**config.mk**
```make
export PLATFORM = sky130hd
export DESIGN_NAME = pll_acq_ctrl_flat
export DESIGN_NICKNAME = d
export VERILOG_FILES = /design/src/rtl/pll_pkg.sv /design/src/rtl/pll_acq_ctrl_if.sv /design/src/rtl/pll_lock_det.sv /design/src/rtl/pll_acq_ctrl.sv /design/src/flat_wrapper.sv
export SDC_FILE = /design/constraint.sdc
export NUM_CORES = 1
export LEC_CHECK = 0
export CAP_MARGIN = 20
export CORE_MARGIN = 4
export CORE_UTILIZATION = 57
export DETAILED_ROUTE_END_ITERATION = 10
export PLACE_DENSITY = 0.88
export SLEW_MARGIN = 20
export SYNTH_ARGS = -nofsm -noshare
export SYNTH_HDL_FRONTEND = slang
export SYNTH_SLANG_ARGS = --single-unit
```
**constraint.sdc**
```tcl
create_clock -name sys_clk -period 3.9 [get_ports sys_clk]
set_clock_uncertainty 0.05 [all_clocks]
set_input_delay 0.585 -clock sys_clk [delete_from_list [all_inputs] [get_ports sys_clk]]
set_output_delay 0.585 -clock sys_clk [all_outputs]
set_load 0.05 [all_outputs]
```
**src/rtl/pll_pkg.sv**
```systemverilog
`default_nettype none
// ============================================================================
// Module   : pll_pkg
// Brief    : Shared PLL types, state encoding and default tuning constants.
// Revision : 1.0
// ============================================================================
package pll_pkg;

    localparam int FCW_W = 16;

    // Defaults for a 16-bit NCO phase accumulator clocked at 50 MHz.
    localparam logic [FCW_W-1:0] DEF_FCW_START    = 16'd262;
    localparam logic [FCW_W-1:0] DEF_FCW_STOP     = 16'd315;
    localparam logic [FCW_W-1:0] DEF_FCW_STEP     = 16'd1;
    localparam logic [23:0]      DEF_DWELL_CYC    = 24'd50000;
    localparam logic [15:0]      DEF_ACQ_THRESH   = 16'd2048;
    localparam logic [15:0]      DEF_LOCK_THRESH  = 16'd512;
    localparam logic [7:0]       DEF_LOCK_COUNT   = 8'd64;
    localparam logic [7:0]       DEF_UNLOCK_COUNT = 8'd16;

    typedef enum logic [2:0] {
        ST_IDLE   = 3'd0,
        ST_SWEEP  = 3'd1,
        ST_SETTLE = 3'd2,
        ST_TRACK  = 3'd3,
        ST_LOCKED = 3'd4
    } state_t;

    // |v| with the most negative code saturating instead of wrapping to itself.
    function automatic logic [15:0] abs_sat(input logic signed [15:0] v);
        logic [15:0] neg;
        neg = $unsigned(-v);
        if (v == 16'sh8000)
            return 16'h7FFF;
        else if (v < 16'sd0)
            return neg;
        else
            return $unsigned(v);
    endfunction

endpackage
`default_nettype wire

```
**src/rtl/pll_acq_ctrl_if.sv**
```systemverilog
`default_nettype none
// ============================================================================
// Module   : pll_acq_ctrl_if
// Brief    : Detector/loop-filter inputs and NCO/status outputs of the sequencer.
// Revision : 1.0
// ============================================================================
interface pll_acq_ctrl_if;
    import pll_pkg::*;

    logic             enable;
    logic [15:0]      phase_error;
    logic             pe_valid;
    logic [FCW_W-1:0] lf_freq_control;
    logic             lf_clear;
    logic [FCW_W-1:0] nco_freq_control;
    logic             locked;
    logic [2:0]       state;
    logic [7:0]       sweep_wraps;

    // master: system side feeding samples; slave: the acquisition sequencer
    modport master (
        output enable, phase_error, pe_valid, lf_freq_control,
        input  lf_clear, nco_freq_control, locked, state, sweep_wraps
    );

    modport slave (
        input  enable, phase_error, pe_valid, lf_freq_control,
        output lf_clear, nco_freq_control, locked, state, sweep_wraps
    );

endinterface
`default_nettype wire

```
**src/rtl/pll_lock_det.sv**
```systemverilog
`default_nettype none
// ============================================================================
// Module   : pll_lock_det
// Brief    : Phase-error magnitude and lock/unlock hysteresis counters.
// Revision : 1.0
// ============================================================================
module pll_lock_det
    import pll_pkg::*;
(
    input  wire logic        clk,
    input  wire logic        rst,
    input  wire logic        clr,
    input  wire logic [15:0] phase_error,
    input  wire logic        pe_valid,
    input  wire logic [15:0] lock_thresh,
    input  wire logic [7:0]  lock_count,
    input  wire logic [7:0]  unlock_count,
    output logic [15:0]      abs_pe,
    output logic             in_lock_hit,
    output logic             out_lock_hit
);

    logic [7:0] r_in_cnt;
    logic [7:0] r_out_cnt;
    logic       w_good;
    logic       w_in_full;
    logic       w_out_full;

    assign abs_pe = abs_sat(phase_error);
    assign w_good = (abs_pe < lock_thresh);

    // Hits fire on the sample that makes the count reach its target, so the
    // sequencer can change state on that very edge.
    assign w_in_full  = (({1'b0, r_in_cnt}  + 9'd1) >= {1'b0, lock_count});
    assign w_out_full = (({1'b0, r_out_cnt} + 9'd1) >= {1'b0, unlock_count});

    assign in_lock_hit  = pe_valid && !clr &&  w_good && w_in_full;
    assign out_lock_hit = pe_valid && !clr && !w_good && w_out_full;

    always_ff @(posedge clk) begin
        if (rst || clr) begin
            r_in_cnt  <= 8'd0;
            r_out_cnt <= 8'd0;
        end else if (pe_valid) begin
            if (w_good) begin
                if (r_in_cnt != 8'hFF)
                    r_in_cnt <= r_in_cnt + 8'd1;
                r_out_cnt <= 8'd0;
            end else begin
                r_in_cnt <= 8'd0;
                if (r_out_cnt != 8'hFF)
                    r_out_cnt <= r_out_cnt + 8'd1;
            end
        end
    end

endmodule
`default_nettype wire

```
**src/rtl/pll_acq_ctrl.sv**
```systemverilog
`default_nettype none
// ============================================================================
// Module   : pll_acq_ctrl
// Brief    : PLL acquisition sweep, capture hand-off and lock sequencer.
// Revision : 1.0
// ============================================================================
module pll_acq_ctrl
    import pll_pkg::*;
#(
    parameter logic [FCW_W-1:0] FCW_START    = DEF_FCW_START,
    parameter logic [FCW_W-1:0] FCW_STOP     = DEF_FCW_STOP,
    parameter logic [FCW_W-1:0] FCW_STEP     = DEF_FCW_STEP,
    parameter logic [23:0]      DWELL_CYC    = DEF_DWELL_CYC,
    parameter logic [15:0]      ACQ_THRESH   = DEF_ACQ_THRESH,
    parameter logic [15:0]      LOCK_THRESH  = DEF_LOCK_THRESH,
    parameter logic [7:0]       LOCK_COUNT   = DEF_LOCK_COUNT,
    parameter logic [7:0]       UNLOCK_COUNT = DEF_UNLOCK_COUNT
)(
    input  wire logic      sys_clk,
    input  wire logic      reset,
    pll_acq_ctrl_if.slave  bus
);

    state_t           r_state;
    logic [FCW_W-1:0] r_base;
    logic [FCW_W-1:0] r_nco;
    logic [23:0]      r_dwell;
    logic             r_last_ok;
    logic             r_lf_clear;
    logic             r_locked;
    logic [7:0]       r_wraps;

    logic [15:0]        w_abs_pe;
    logic               w_in_hit;
    logic               w_out_hit;
    logic               w_det_clr;
    logic               w_acq_ok;
    logic               w_ok_now;
    logic               w_dwell_end;
    logic [FCW_W:0]     w_base_step;
    logic               w_step_over;
    logic signed [16:0] w_sum;
    logic [FCW_W-1:0]   w_nco_trk;

    // Counters run only while the loop filter is in control.
    assign w_det_clr = !((r_state == ST_TRACK) || (r_state == ST_LOCKED));

    pll_lock_det u_lock_det (
        .clk          (sys_clk),
        .rst          (reset),
        .clr          (w_det_clr),
        .phase_error  (bus.phase_error),
        .pe_valid     (bus.pe_valid),
        .lock_thresh  (LOCK_THRESH),
        .lock_count   (LOCK_COUNT),
        .unlock_count (UNLOCK_COUNT),
        .abs_pe       (w_abs_pe),
        .in_lock_hit  (w_in_hit),
        .out_lock_hit (w_out_hit)
    );

    assign w_acq_ok    = (w_abs_pe < ACQ_THRESH);
    // A sample landing on the last dwell cycle still counts for that dwell.
    assign w_ok_now    = bus.pe_valid ? w_acq_ok : r_last_ok;
    assign w_dwell_end = (r_dwell == (DWELL_CYC - 24'd1));
    assign w_base_step = {1'b0, r_base} + {1'b0, FCW_STEP};
    assign w_step_over = (w_base_step > {1'b0, FCW_STOP});

    assign w_sum = $signed({1'b0, r_base}) + $signed({bus.lf_freq_control[15], bus.lf_freq_control});

    always_comb begin
        w_nco_trk = w_sum[FCW_W-1:0];
        if (w_sum < $signed({1'b0, FCW_START}))
            w_nco_trk = FCW_START;
        else if (w_sum > $signed({1'b0, FCW_STOP}))
            w_nco_trk = FCW_STOP;
    end

    always_ff @(posedge sys_clk) begin
        if (reset) begin
            r_state    <= ST_IDLE;
            r_base     <= FCW_START;
            r_nco      <= FCW_START;
            r_dwell    <= 24'd0;
            r_last_ok  <= 1'b0;
            r_lf_clear <= 1'b1;
            r_locked   <= 1'b0;
            r_wraps    <= 8'd0;
        end else if (!bus.enable) begin
            r_state    <= ST_IDLE;
            r_base     <= FCW_START;
            r_nco      <= FCW_START;
            r_dwell    <= 24'd0;
            r_last_ok  <= 1'b0;
            r_lf_clear <= 1'b1;
            r_locked   <= 1'b0;
        end else begin
            unique case (r_state)
                ST_IDLE: begin
                    r_state    <= ST_SWEEP;
                    r_base     <= FCW_START;
                    r_nco      <= FCW_START;
                    r_dwell    <= 24'd0;
                    r_last_ok  <= 1'b0;
                    r_lf_clear <= 1'b1;
                    r_wraps    <= 8'd0;
                end

                ST_SWEEP: begin
                    if (w_dwell_end) begin
                        r_dwell   <= 24'd0;
                        r_last_ok <= 1'b0;
                        if (w_ok_now) begin
                            r_state    <= ST_SETTLE;
                            r_lf_clear <= 1'b0;
                            r_nco      <= w_nco_trk;
                        end else if (w_step_over) begin
                            r_base <= FCW_START;
                            r_nco  <= FCW_START;
                            if (r_wraps != 8'hFF)
                                r_wraps <= r_wraps + 8'd1;
                        end else begin
                            r_base <= w_base_step[FCW_W-1:0];
                            r_nco  <= w_base_step[FCW_W-1:0];
                        end
                    end else begin
                        r_dwell <= r_dwell + 24'd1;
                        if (bus.pe_valid)
                            r_last_ok <= w_acq_ok;
                    end
                end

                ST_SETTLE: begin
                    r_nco <= w_nco_trk;
                    if (w_dwell_end) begin
                        r_state <= ST_TRACK;
                        r_dwell <= 24'd0;
                    end else begin
                        r_dwell <= r_dwell + 24'd1;
                    end
                end

                ST_TRACK: begin
                    if (w_out_hit) begin
                        r_state    <= ST_SWEEP;
                        r_base     <= FCW_START;
                        r_nco      <= FCW_START;
                        r_dwell    <= 24'd0;
                        r_last_ok  <= 1'b0;
                        r_lf_clear <= 1'b1;
                    end else begin
                        r_nco <= w_nco_trk;
                        if (w_in_hit) begin
                            r_state  <= ST_LOCKED;
                            r_locked <= 1'b1;
                        end
                    end
                end

                ST_LOCKED: begin
                    if (w_out_hit) begin
                        r_state    <= ST_SWEEP;
                        r_base     <= FCW_START;
                        r_nco      <= FCW_START;
                        r_dwell    <= 24'd0;
                        r_last_ok  <= 1'b0;
                        r_lf_clear <= 1'b1;
                        r_locked   <= 1'b0;
                    end else begin
                        r_nco <= w_nco_trk;
                    end
                end

                default: begin
                    r_state <= ST_IDLE;
                end
            endcase
        end
    end

    assign bus.lf_clear         = r_lf_clear;
    assign bus.nco_freq_control = r_nco;
    assign bus.locked           = r_locked;
    assign bus.state            = r_state;
    assign bus.sweep_wraps      = r_wraps;

endmodule
`default_nettype wire

```
**src/flat_wrapper.sv**
```systemverilog
// flat-port wrapper written by rule: the top's interface ports become plain ports
module pll_acq_ctrl_flat import pll_pkg::*;
#(
    parameter logic [FCW_W-1:0] FCW_START    = DEF_FCW_START,
    parameter logic [FCW_W-1:0] FCW_STOP     = DEF_FCW_STOP,
    parameter logic [FCW_W-1:0] FCW_STEP     = DEF_FCW_STEP,
    parameter logic [23:0]      DWELL_CYC    = DEF_DWELL_CYC,
    parameter logic [15:0]      ACQ_THRESH   = DEF_ACQ_THRESH,
    parameter logic [15:0]      LOCK_THRESH  = DEF_LOCK_THRESH,
    parameter logic [7:0]       LOCK_COUNT   = DEF_LOCK_COUNT,
    parameter logic [7:0]       UNLOCK_COUNT = DEF_UNLOCK_COUNT
)
  (sys_clk, reset, bus_enable, bus_phase_error, bus_pe_valid, bus_lf_freq_control, bus_lf_clear, bus_nco_freq_control, bus_locked, bus_state, bus_sweep_wraps);
  pll_acq_ctrl_if bus_i ();
  input  wire logic sys_clk;
  input  wire logic reset;
  input wire logic [$bits(bus_i.enable)-1:0] bus_enable;
  input wire logic [$bits(bus_i.phase_error)-1:0] bus_phase_error;
  input wire logic [$bits(bus_i.pe_valid)-1:0] bus_pe_valid;
  input wire logic [$bits(bus_i.lf_freq_control)-1:0] bus_lf_freq_control;
  output wire logic [$bits(bus_i.lf_clear)-1:0] bus_lf_clear;
  output wire logic [$bits(bus_i.nco_freq_control)-1:0] bus_nco_freq_control;
  output wire logic [$bits(bus_i.locked)-1:0] bus_locked;
  output wire logic [$bits(bus_i.state)-1:0] bus_state;
  output wire logic [$bits(bus_i.sweep_wraps)-1:0] bus_sweep_wraps;
  assign bus_i.enable = bus_enable;
  assign bus_i.phase_error = bus_phase_error;
  assign bus_i.pe_valid = bus_pe_valid;
  assign bus_i.lf_freq_control = bus_lf_freq_control;
  assign bus_lf_clear = bus_i.lf_clear;
  assign bus_nco_freq_control = bus_i.nco_freq_control;
  assign bus_locked = bus_i.locked;
  assign bus_state = bus_i.state;
  assign bus_sweep_wraps = bus_i.sweep_wraps;
  pll_acq_ctrl #(.FCW_START(FCW_START), .FCW_STOP(FCW_STOP), .FCW_STEP(FCW_STEP), .DWELL_CYC(DWELL_CYC), .ACQ_THRESH(ACQ_THRESH), .LOCK_THRESH(LOCK_THRESH), .LOCK_COUNT(LOCK_COUNT), .UNLOCK_COUNT(UNLOCK_COUNT)) u_core (.sys_clk(sys_clk), .reset(reset), .bus(bus_i));
endmodule
```
== Word-level counts from Yosys, hierarchy flattened ==
Index checks and enable logic that the tools add are counted.

* Flip-flop bits (word level): 86
* Input bits: 36

* Equal/unequal tests: 21
* Order comparisons: 8
* $add $sub $neg: 9
* Reduce and logical (&&, ||, !) cells: 29
* Multiplexer cells: 43
* Bitwise logic cells: 1

{| class="wikitable"
|+ Operators by type and width
! operator !! number
|-
| $mux 16 || 11
|-
| $pmux 24 s3 || 1
|-
| $mux 8 || 8
|-
| $pmux 16 s4 || 1
|-
| $mux 24 || 2
|-
| $pmux 16 s3 || 1
|-
| $add 24x1->24 const B || 1
|-
| $add 8x1->8 const B || 3
|-
| $eq 24x16->1 const B || 1
|-
| $ne 8x8->1 const B || 3
|-
| $add 8x1->9 const B || 2
|-
| $mux 3 || 6
|-
| $add 16x1->17 const B || 1
|-
| $add 17x16->17 || 1
|-
| $gt 17x10->1 const B || 1
|-
| $gt 17x9->1 const B || 1
|-
| $lt 17x10->1 const B || 1
|-
| $eq 16x16->1 const B || 1
|-
| $lt 16x1->1 const B || 1
|-
| $lt 16x10->1 const B || 1
|-
| $lt 16x12->1 const B || 1
|-
| $neg 16->16 || 1
|-
| $pmux 8 s2 || 1
|-
| $pmux 3 s5 || 1
|-
| 24 further kinds || 59
|}

== Longest topological paths before layout ==
Gate-level depths: netlist of run 1.

* Depth after elaboration: 9
* Depth in mapped cells: 11

== Modules after synthesis ==
From an unflattened synthesis of run 1, not the netlist that was laid out.

* Cell total of the unflattened synthesis: 874
* Area, all modules: 6765.2 sq um

{| class="wikitable"
|+ By module, submodules not included
! module !! cells an instance !! area each (sq um) !! times used
|-
| pll_acq_ctrl || 592 || 4639.4 || 1
|-
| pll_lock_det || 282 || 2125.8 || 1
|}

== Worst setup path after synthesis of run 1 ==
Ideal clock, no wire load.

* Path type: input-to-reg
* From: input port bus_lf_freq_control[0]
* To: register u_core.r_nco[5] (netlist: u_core.bus.nco_freq_control[5])
* Stages: 10
* Data required time: 3712 ps
* Slack: 752 ps
* Setup time: 138 ps
* Buffers on the path: 0
* Arrival time: 2960 ps
* Cell sequence: ha_1 > fa_1 > a21o_1 > a221oi_1 > o21ai_1 > and4b_1 > a211oi_1 > nand4_1 > o31ai_1 > o22ai_1

* Cells in the longest elaborated chain, start to end: 7
* Elaborated cells on any way between the ends: 9
* Those cells by class: add/sub: 1; order compare: 2; mux: 6

{| class="wikitable"
|+ RTL lines
! item !! RTL line !! source
|-
| from (decl) || flat_wrapper.sv:20 || <nowiki>input wire logic [$bits(bus_i.lf_freq_control)-1:0] bus_lf_freq_control;</nowiki>
|-
| $add 17x16->17 * || pll_acq_ctrl.sv:69 || <nowiki>assign w_sum = $signed({1'b0, r_base}) + $signed({bus.lf_freq_control[15], bus.lf_freq_control});</nowiki>
|-
| $gt 17x10->1 || pll_acq_ctrl.sv:75 || <nowiki>else if (w_sum > $signed({1'b0, FCW_STOP}))</nowiki>
|-
| $mux 16 || pll_acq_ctrl.sv:75 ||
|-
| $mux 16 * || pll_acq_ctrl.sv:73 || <nowiki>if (w_sum < $signed({1'b0, FCW_START}))</nowiki>
|-
| $mux 16 || pll_acq_ctrl.sv:113 || <nowiki>if (w_ok_now) begin</nowiki>
|-
| $mux 16 || pll_acq_ctrl.sv:110 || <nowiki>if (w_dwell_end) begin</nowiki>
|-
| $pmux 16 s4 * || pll_acq_ctrl.sv:98 || <nowiki>unique case (r_state)</nowiki>
|-
| to (signal assigned) || pll_acq_ctrl.sv:116 || <nowiki>r_nco <= w_nco_trk;</nowiki>
|-
| to (signal assigned) || pll_acq_ctrl.sv:124 || <nowiki>r_nco <= w_base_step[FCW_W-1:0];</nowiki>
|-
| to (signal assigned) || pll_acq_ctrl.sv:134 || <nowiki>r_nco <= w_nco_trk;</nowiki>
|-
| to (decl) || pll_acq_ctrl.sv:26 || <nowiki>logic [FCW_W-1:0] r_nco;</nowiki>
|}

Mark *: on every way between the ends. The rest lies on a longest branch, timed or not. The select of a mux whose other input is x is not followed.
A chain may end at the register's enable or synchronous reset.

== Final worst setup path of run 1 ==
Same ends and word-level chain as after synthesis.

==> results of run 1 <==
==> worst register-to-register path: stages (launching register included) <==
cell and delay, ns:
dfxtp_1 0.58, ha_1 0.33, and2_1 0.26, nand4_1 0.11
or4_1 0.44, a211oi_2 0.34, and4bb_1 0.54, nand2_2 0.19
or4_1 0.44, o21ai_1 0.08
==> cells by family (layout without fill, tap and decap cells) <==
group,Yosys count,after routing
and+or+nand+nor,303,303
xor gates and xnor gates,33,33
adders and majority gates,25,25
buffers and inverters,47,107
DFF,86,86
muxes,10,10
AOI/OAI and AO/OA,182,182
==> per-stage QoR <==
stage	std cells	area [um2]	setup slack, ns
after floorplan	686	5340	0.752
after global placement	841	6100	0.259
after detailed placement	841	6100	0.107
after CTS	857	6330	0.420
after global routing	857	6330	0.165
final	857	6330	0.349
==> where the power goes <==
part | leakage, nW | switching, mW | internal (mW) | total, mW
combinational | 1.45 | 0.136 | 0.0939 | 0.230
sequential | 0.693 | 0.00868 | 0.881 | 0.890
clock | 0.115 | 0.360 | 0.375 | 0.735
total | 2.26 | 0.504 | 1.35 | 1.85
==> flip-flops by register name, summed over array words and instances, names as in the netlist <==
signal and cells:
u_core.bus.state 3, u_core.u_lock_det.r_out_cnt 8, u_core.bus.sweep_wraps 8, u_core.r_last_ok 1
u_core.bus.lf_clear 1, u_core.u_lock_det.r_in_cnt 8, u_core.bus.nco_freq_control 16, u_core.r_dwell 24
u_core.bus.locked 1, u_core.r_base 16
==> metal layers <==
| layer | vias up | share of wire [%] |
|---|---|---|
| met5 | - | 0 |
| met3 | 36 | 6.8 |
| met2 | 232 | 47 |
| met1 | 2611 | 43 |
| li1 | 2654 | - |
| met4 | 0 | 3.1 |
==> how the worst min path moves through the flow <==
stage,from,end,cells past startpoint
final,u_core.bus.nco_freq_control[7],u_core.bus.nco_freq_control[7],2
after global routing,u_core.bus.nco_freq_control[7],u_core.bus.nco_freq_control[7],2
after CTS,u_core.bus.nco_freq_control[7],u_core.bus.nco_freq_control[7],2
after detailed placement,u_core.bus.nco_freq_control[7],u_core.bus.nco_freq_control[7],2
after global placement,u_core.bus.nco_freq_control[6],u_core.bus.nco_freq_control[6],2
after floorplan,u_core.u_lock_det.r_in_cnt[1],u_core.u_lock_det.r_in_cnt[1],2
==> Yosys cell counts (8+ instances only) <==
library cell / n / area, um2
xnor2_1: 20 / 175
nor4_1: 10 / 62.6
and3_1: 28 / 175
o21ai_0: 23 / 115
xor2_1: 13 / 114
a211oi_1: 8 / 60.1
nand3_1: 34 / 170
ha_1: 24 / 300
nor3_1: 21 / 105
dfxtp_1: 86 / 1720
o21ai_1: 20 / 100
nor2_1: 72 / 270
clkbuf_1: 26 / 97.6
mux2i_1: 9 / 90.1
a21oi_1: 60 / 300
nand2_1: 55 / 206
or3_1: 20 / 125
inv_1: 16 / 60.1
nand4_1: 13 / 81.3
==> cell type report <==
class | count | area, um2 | area share, %
sequential | 86 | 1720 | 27.2
multi-input combinational | 553 | 3440 | 54.3
timing repair buffer | 75 | 736 | 11.6
inverter | 16 | 60.1 | 0.948
clock buffer | 9 | 124 | 1.96
clock inverter | 7 | 113 | 1.78
tap | 111 | 139 | 2.19
==> out/metrics.csv, run 1 <==
metric,value,unit
grt_pass1_vias,5294,
critPathLaunchType,primary input,
gp_congestion,0.938,
rsz0062_at_grt,false,
antenna_cells,0,
ys_ff_latch,86,
gr-max-usage-layer,met2,
ant_nets,0,
setup_tns,0,ns
critical_path.cell_chain,"clkdlybuf4s50_1, ha_1, fa_1, a21o_1, a221o_1, a31oi_2, a21oi_1, xnor2_1, nand3_1, o31ai_1, o22ai_1",
endpoint_kind,flip-flop,
synth_top_family_by_area,simple AND/OR/NAND/NOR gates,
endpoint,u_core.bus.nco_freq_control[5],
required,4.07,ns
drt_iter0_drc,462,
dpl.hpwl,10.5,mm
syn_area,5340,um2
synthArstFlopShare,0,%
grt_usage,26.3,%
cts_tree,built,
timing.rr.start,u_core.r_base[1],
finalPower,1.85,mW
drc,0,
clockBufferDepth,2,
synthDistinctLibCells,71,
final_cell_mix,"dfxtp_1, nor2_1, clkdlybuf4s50_1",
criticalPathCategory,primary input to flip-flop,
fin_hold_ws,0.415,ns
wl_per_cell,16.8,um
grt_max_degree,23,
cp.arrival,3.72,ns
core,9200,um2
cp-startpoint,bus_lf_freq_control[0],
vias,5533,
finalMaxSlewViolations,0,
grt_use_met2,43.6,%
clk_latency,0.37,ns
fin_crit_sh,91.1,%
cts.htree.levels,3,
netlist_instances,686,
synth_fa_ha_area_share,5.99,%
cp_slowest_cell,o31ai_1,
drive_gt1_share,4.42,%
power_density,293,nW/um2
cts_root_buffer,clkbuf_8,
grt_overflow_total,0,
syn_nets,747,
n_fill_cell,751,
worst-path-buf-inv,1,
max_slew_margin,40.7,%
num_rows,35,
worstMarginPinSlew,0.889,ns
final_nets,802,
layout_commonest_cell,dfxtp_1,
routed_wl,14.4,mm
drv_cap,0,
muxShareOfSynthArea,1.90,%
fin_crit,3.55,ns
yosys.area_share.simple,29.5,%
hp-class,flip-flop to flip-flop,
yosysWarnings,0,
synth_compound_area_share,21.5,%
worst_r2r_path_depth,9,
grt_use_met1,32.7,%
first_pass_iters,5,
max_freq,0.282,GHz
cts-resized-gates,0,
cts_setup_buffers,0,
synth_edf_count,0,
crit_family,compound AO/OA/AOI/OAI gates,
outcome,finished clean,
die_w,105,um
start_util,58.1,%
worstSetupPathDepth,11,
cts_sinks,86,
worst_path_largest_cell_delay,0.48,ns
die_y,105,um
antenna_found_initial,0,
ir_drop,0.000199,V
ctsHoldBuffers,0,
setup_viol,0,
r2r_slack,0.48,ns
synth.avg_cell_area,7.79,um2
grt_pass1_wl,24.4,mm
ys.flop_type,dfxtp_1,
ys_seq_area_share,32.2,%
vias_per_cell,6.46,
fin_util,68.9,%
hold_violations,0,
leakagePower,2.26,nW
synthXorXnorAreaFrac,5.41,%
area_growth_syn_to_layout,18.5,%
crit_fanout,7,
die-area,11000,um2
path_clk_slew,0.10,ns
io_pins,65,
met3_usage,5.44,%
cts-buffers-inserted,9,
rr_endpoint,u_core.r_base[3],
port_buffers,64,
Power figures use the tool's default switching activity.
==> inputs of run 2 (changes only) <==
Settings changed: CELL_PAD_IN_SITES_DETAIL_PLACEMENT from default to 1, CELL_PAD_IN_SITES_GLOBAL_PLACEMENT from default to 2, CORE_UTILIZATION 57 to 33, PLACE_DENSITY 0.88 to 0.87.
==> out/metrics.csv, run 2 (synthesis results as in run 1) <==
metric,value,unit,change
finalMaxSlewViolations,0,,unchanged
core,15900,um2,+73%
required,4.04,ns,-0.03 ns
postLayoutCellArea,6550,um2,+3.5%
critical_path.cell_chain,"clkdlybuf4s50_1, ha_1, fa_1, a21o_1, a221oi_1, o21ai_1, and4b_1, a211oi_1, nand4_1, o31ai_1, o22ai_1",,
io_pins,65,,unchanged
cts_root_buffer,clkbuf_16,,
power_frac_seq,43.3,%,-4.7 points
routed_wl,16.7,mm,+15%
crit_fanout,7,,unchanged
seq_area,1720,um2,unchanged
power_density,313,nW/um2,+7.1%
vias_per_cell,5.57,,-14%
n_fill_cell,1956,,+160%
cts-buffers-inserted,9,,unchanged
hp-class,flip-flop to flip-flop,,
holdPathStages,2,,unchanged
drc,0,,unchanged
drv_cap,0,,unchanged
max_freq,0.279,GHz,-0.79%
power.share.switching,25.2,%,-2.0 points
fin_crit,3.58,ns,+0.0282 ns
grt_usage,18.5,%,-7.7 points
critPathLaunchType,primary input,,
path_clk_slew,0.06,ns,-0.04 ns
grt_overflow_total,0,,unchanged
cts_setup_buffers,0,,unchanged
leakagePower,2.30,nW,+2.0%
r2r_slack,0.58,ns,+0.10 ns
final_nets,805,,+0.37%
cts_tree,built,,
rsz0062_at_grt,false,,
dpl_cell_area,6240,um2,+2.3%
comb_power_share,11.4,%,-1.0 points
cp_slowest_cell,o31ai_1,,
grt_pass1_wl,27.8,mm,+14%
worst_path_largest_cell_delay,0.50,ns,+0.02 ns
antenna_found_initial,0,,unchanged
area_growth_syn_to_layout,22.6,%,
drive_gt1_share,4.55,%,+0.12 points
setup_viol,0,,unchanged
timing.rr.start,u_core.r_base[1],,
net-switching-power,0.517,mW,+2.6%
ant_nets,0,,unchanged
wl_per_cell,17.3,um,+2.7%
cts.htree.levels,3,,unchanged
drt_iter0_drc,230,,-50%
fin_hold_ws,0.415,ns,+0.000790 ns
final_cell_mix,"dfxtp_1, nor2_1, clkdlybuf4s50_1",,
largest_reg_flops,24,,unchanged
fin_cells,964,,+12%
ctsHoldBuffers,0,,unchanged
cp-startpoint,bus_lf_freq_control[0],,
hold_violations,0,,unchanged
vias,5368,,-3.0%
worst_r2r_path_depth,9,,unchanged
clkPwrFrac,45.2,%,+5.6 points
first_pass_iters,5,,unchanged
die_w,135,um,+29%
ir_drop,0.000215,V,+8.1%
worstMarginPinSlew,0.983,ns,+0.0940 ns
endpoint_kind,flip-flop,,
grt_max_degree,25,,+8.7%
top_register,u_core.r_dwell,,
start_util,33.6,%,-24 points
clk_latency,0.35,ns,-0.02 ns
dpl.hpwl,12.5,mm,+19%
hold_start,u_core.bus.nco_freq_control[6],,
num_rows,46,,+31%
die_y,135,um,+29%
holdPathEnd,u_core.bus.nco_freq_control[6],,
max_slew_margin,34.5,%,-6.3 points
outcome,finished clean,,
rr_endpoint,u_core.bus.nco_freq_control[5],,
layout_commonest_cell,dfxtp_1,,
fin_util,41.2,%,-28 points
clockBufferDepth,2,,unchanged
grt_pass1_vias,5546,,+4.8%
intPower,1.54,mW,+14%
die-area,18300,um2,+66%
worst-path-buf-inv,1,,unchanged
fin_crit_sh,91.8,%,+0.72 points
cp.arrival,3.72,ns,about the same
criticalPathCategory,primary input to flip-flop,,
cts_sinks,86,,unchanged
port_buffers,64,,unchanged
multi_input_area,3440,um2,unchanged
cts-resized-gates,0,,unchanged
gp_congestion,0.854,,-8.9%
crit_family,compound AO/OA/AOI/OAI gates,,
dp_cells,949,,+13%
antenna_cells,0,,unchanged
[run 2: cell types whose count changed in the layout (fill, tap and decap cells not counted), moves of 2 or more]
cell | previous run | this run
buf_4 | 10 | 14
clkbuf_16 | 0 | 9
clkbuf_8 | 9 | 0
clkinv_4 | 0 | 2
inv_6 | 2 | 0
[run 2: how the worst max path moves through the flow]
stage	depth (start not counted)	endpoint	slack, ns
after detailed placement	11	u_core.bus.nco_freq_control[5]	-0.02
after floorplan	10	u_core.bus.nco_freq_control[5]	0.75
after global placement	11	u_core.bus.nco_freq_control[5]	0.16
final	11	u_core.bus.nco_freq_control[5]	0.32
after CTS	11	u_core.bus.nco_freq_control[5]	0.33
after global routing	11	u_core.bus.nco_freq_control[3]	0.09
[run 2: through the flow]
| step | power [mW] | worst slack (ns) | TNS (ns) |
|---|---|---|---|
| after floorplan | 1.05 | 0.752 | 0 |
| after global placement | 1.14 | 0.160 | 0 |
| after detailed placement | 1.14 | -0.0218 | -0.0218 |
| after CTS | 2.08 | 0.333 | 0 |
| after global routing | 2.14 | 0.0947 | 0 |
| final | 2.05 | 0.320 | 0 |
[run 2: final cells by class]
cell class              count  area share, %
flip-flops and latches     86           26.3
clock inverters             5           1.30
multi-input cells         553           52.5
clock buffers              10           3.49
repair buffers             78           11.4
well taps                 216           4.12
inverters                  16          0.917
[run 2: layer usage]
metal / wire length [um] / vias up / part of all wire [%] / global-route usage, %
li1: - / 2654 / - / -
met1: 7500 / 2611 / 45 / 22.6
met2: 8360 / 86 / 50 / 33.3
met3: 612 / 17 / 3.7 / 3.79
met4: 204 / 0 / 1.2 / 4.54
met5: 0 / - / 0 / 0
[run 2: worst reg2reg max path, delay by kind of cell (launching register included)]
family	cells	cell delay [ns]
DFF	1	0.56
and+or+nand+nor	2	0.47
xor gates and xnor gates	1	0.16
adders and majority gates	1	0.32
AOI/OAI and AO/OA	5	1.59
[run 2: power by group through the flow]
| stage | registers (mW) | logic (mW) | clock network (mW) |
|---|---|---|---|
| 3_3_place_gp | 0.909 | 0.227 | 0 |
| 6_report | 0.890 | 0.235 | 0.929 |
| 4_1_cts | 0.890 | 0.236 | 0.952 |
| 5_1_grt | 0.890 | 0.259 | 0.992 |
| 2_1_floorplan | 0.914 | 0.134 | 0 |
| 3_5_place_dp | 0.910 | 0.235 | 0 |
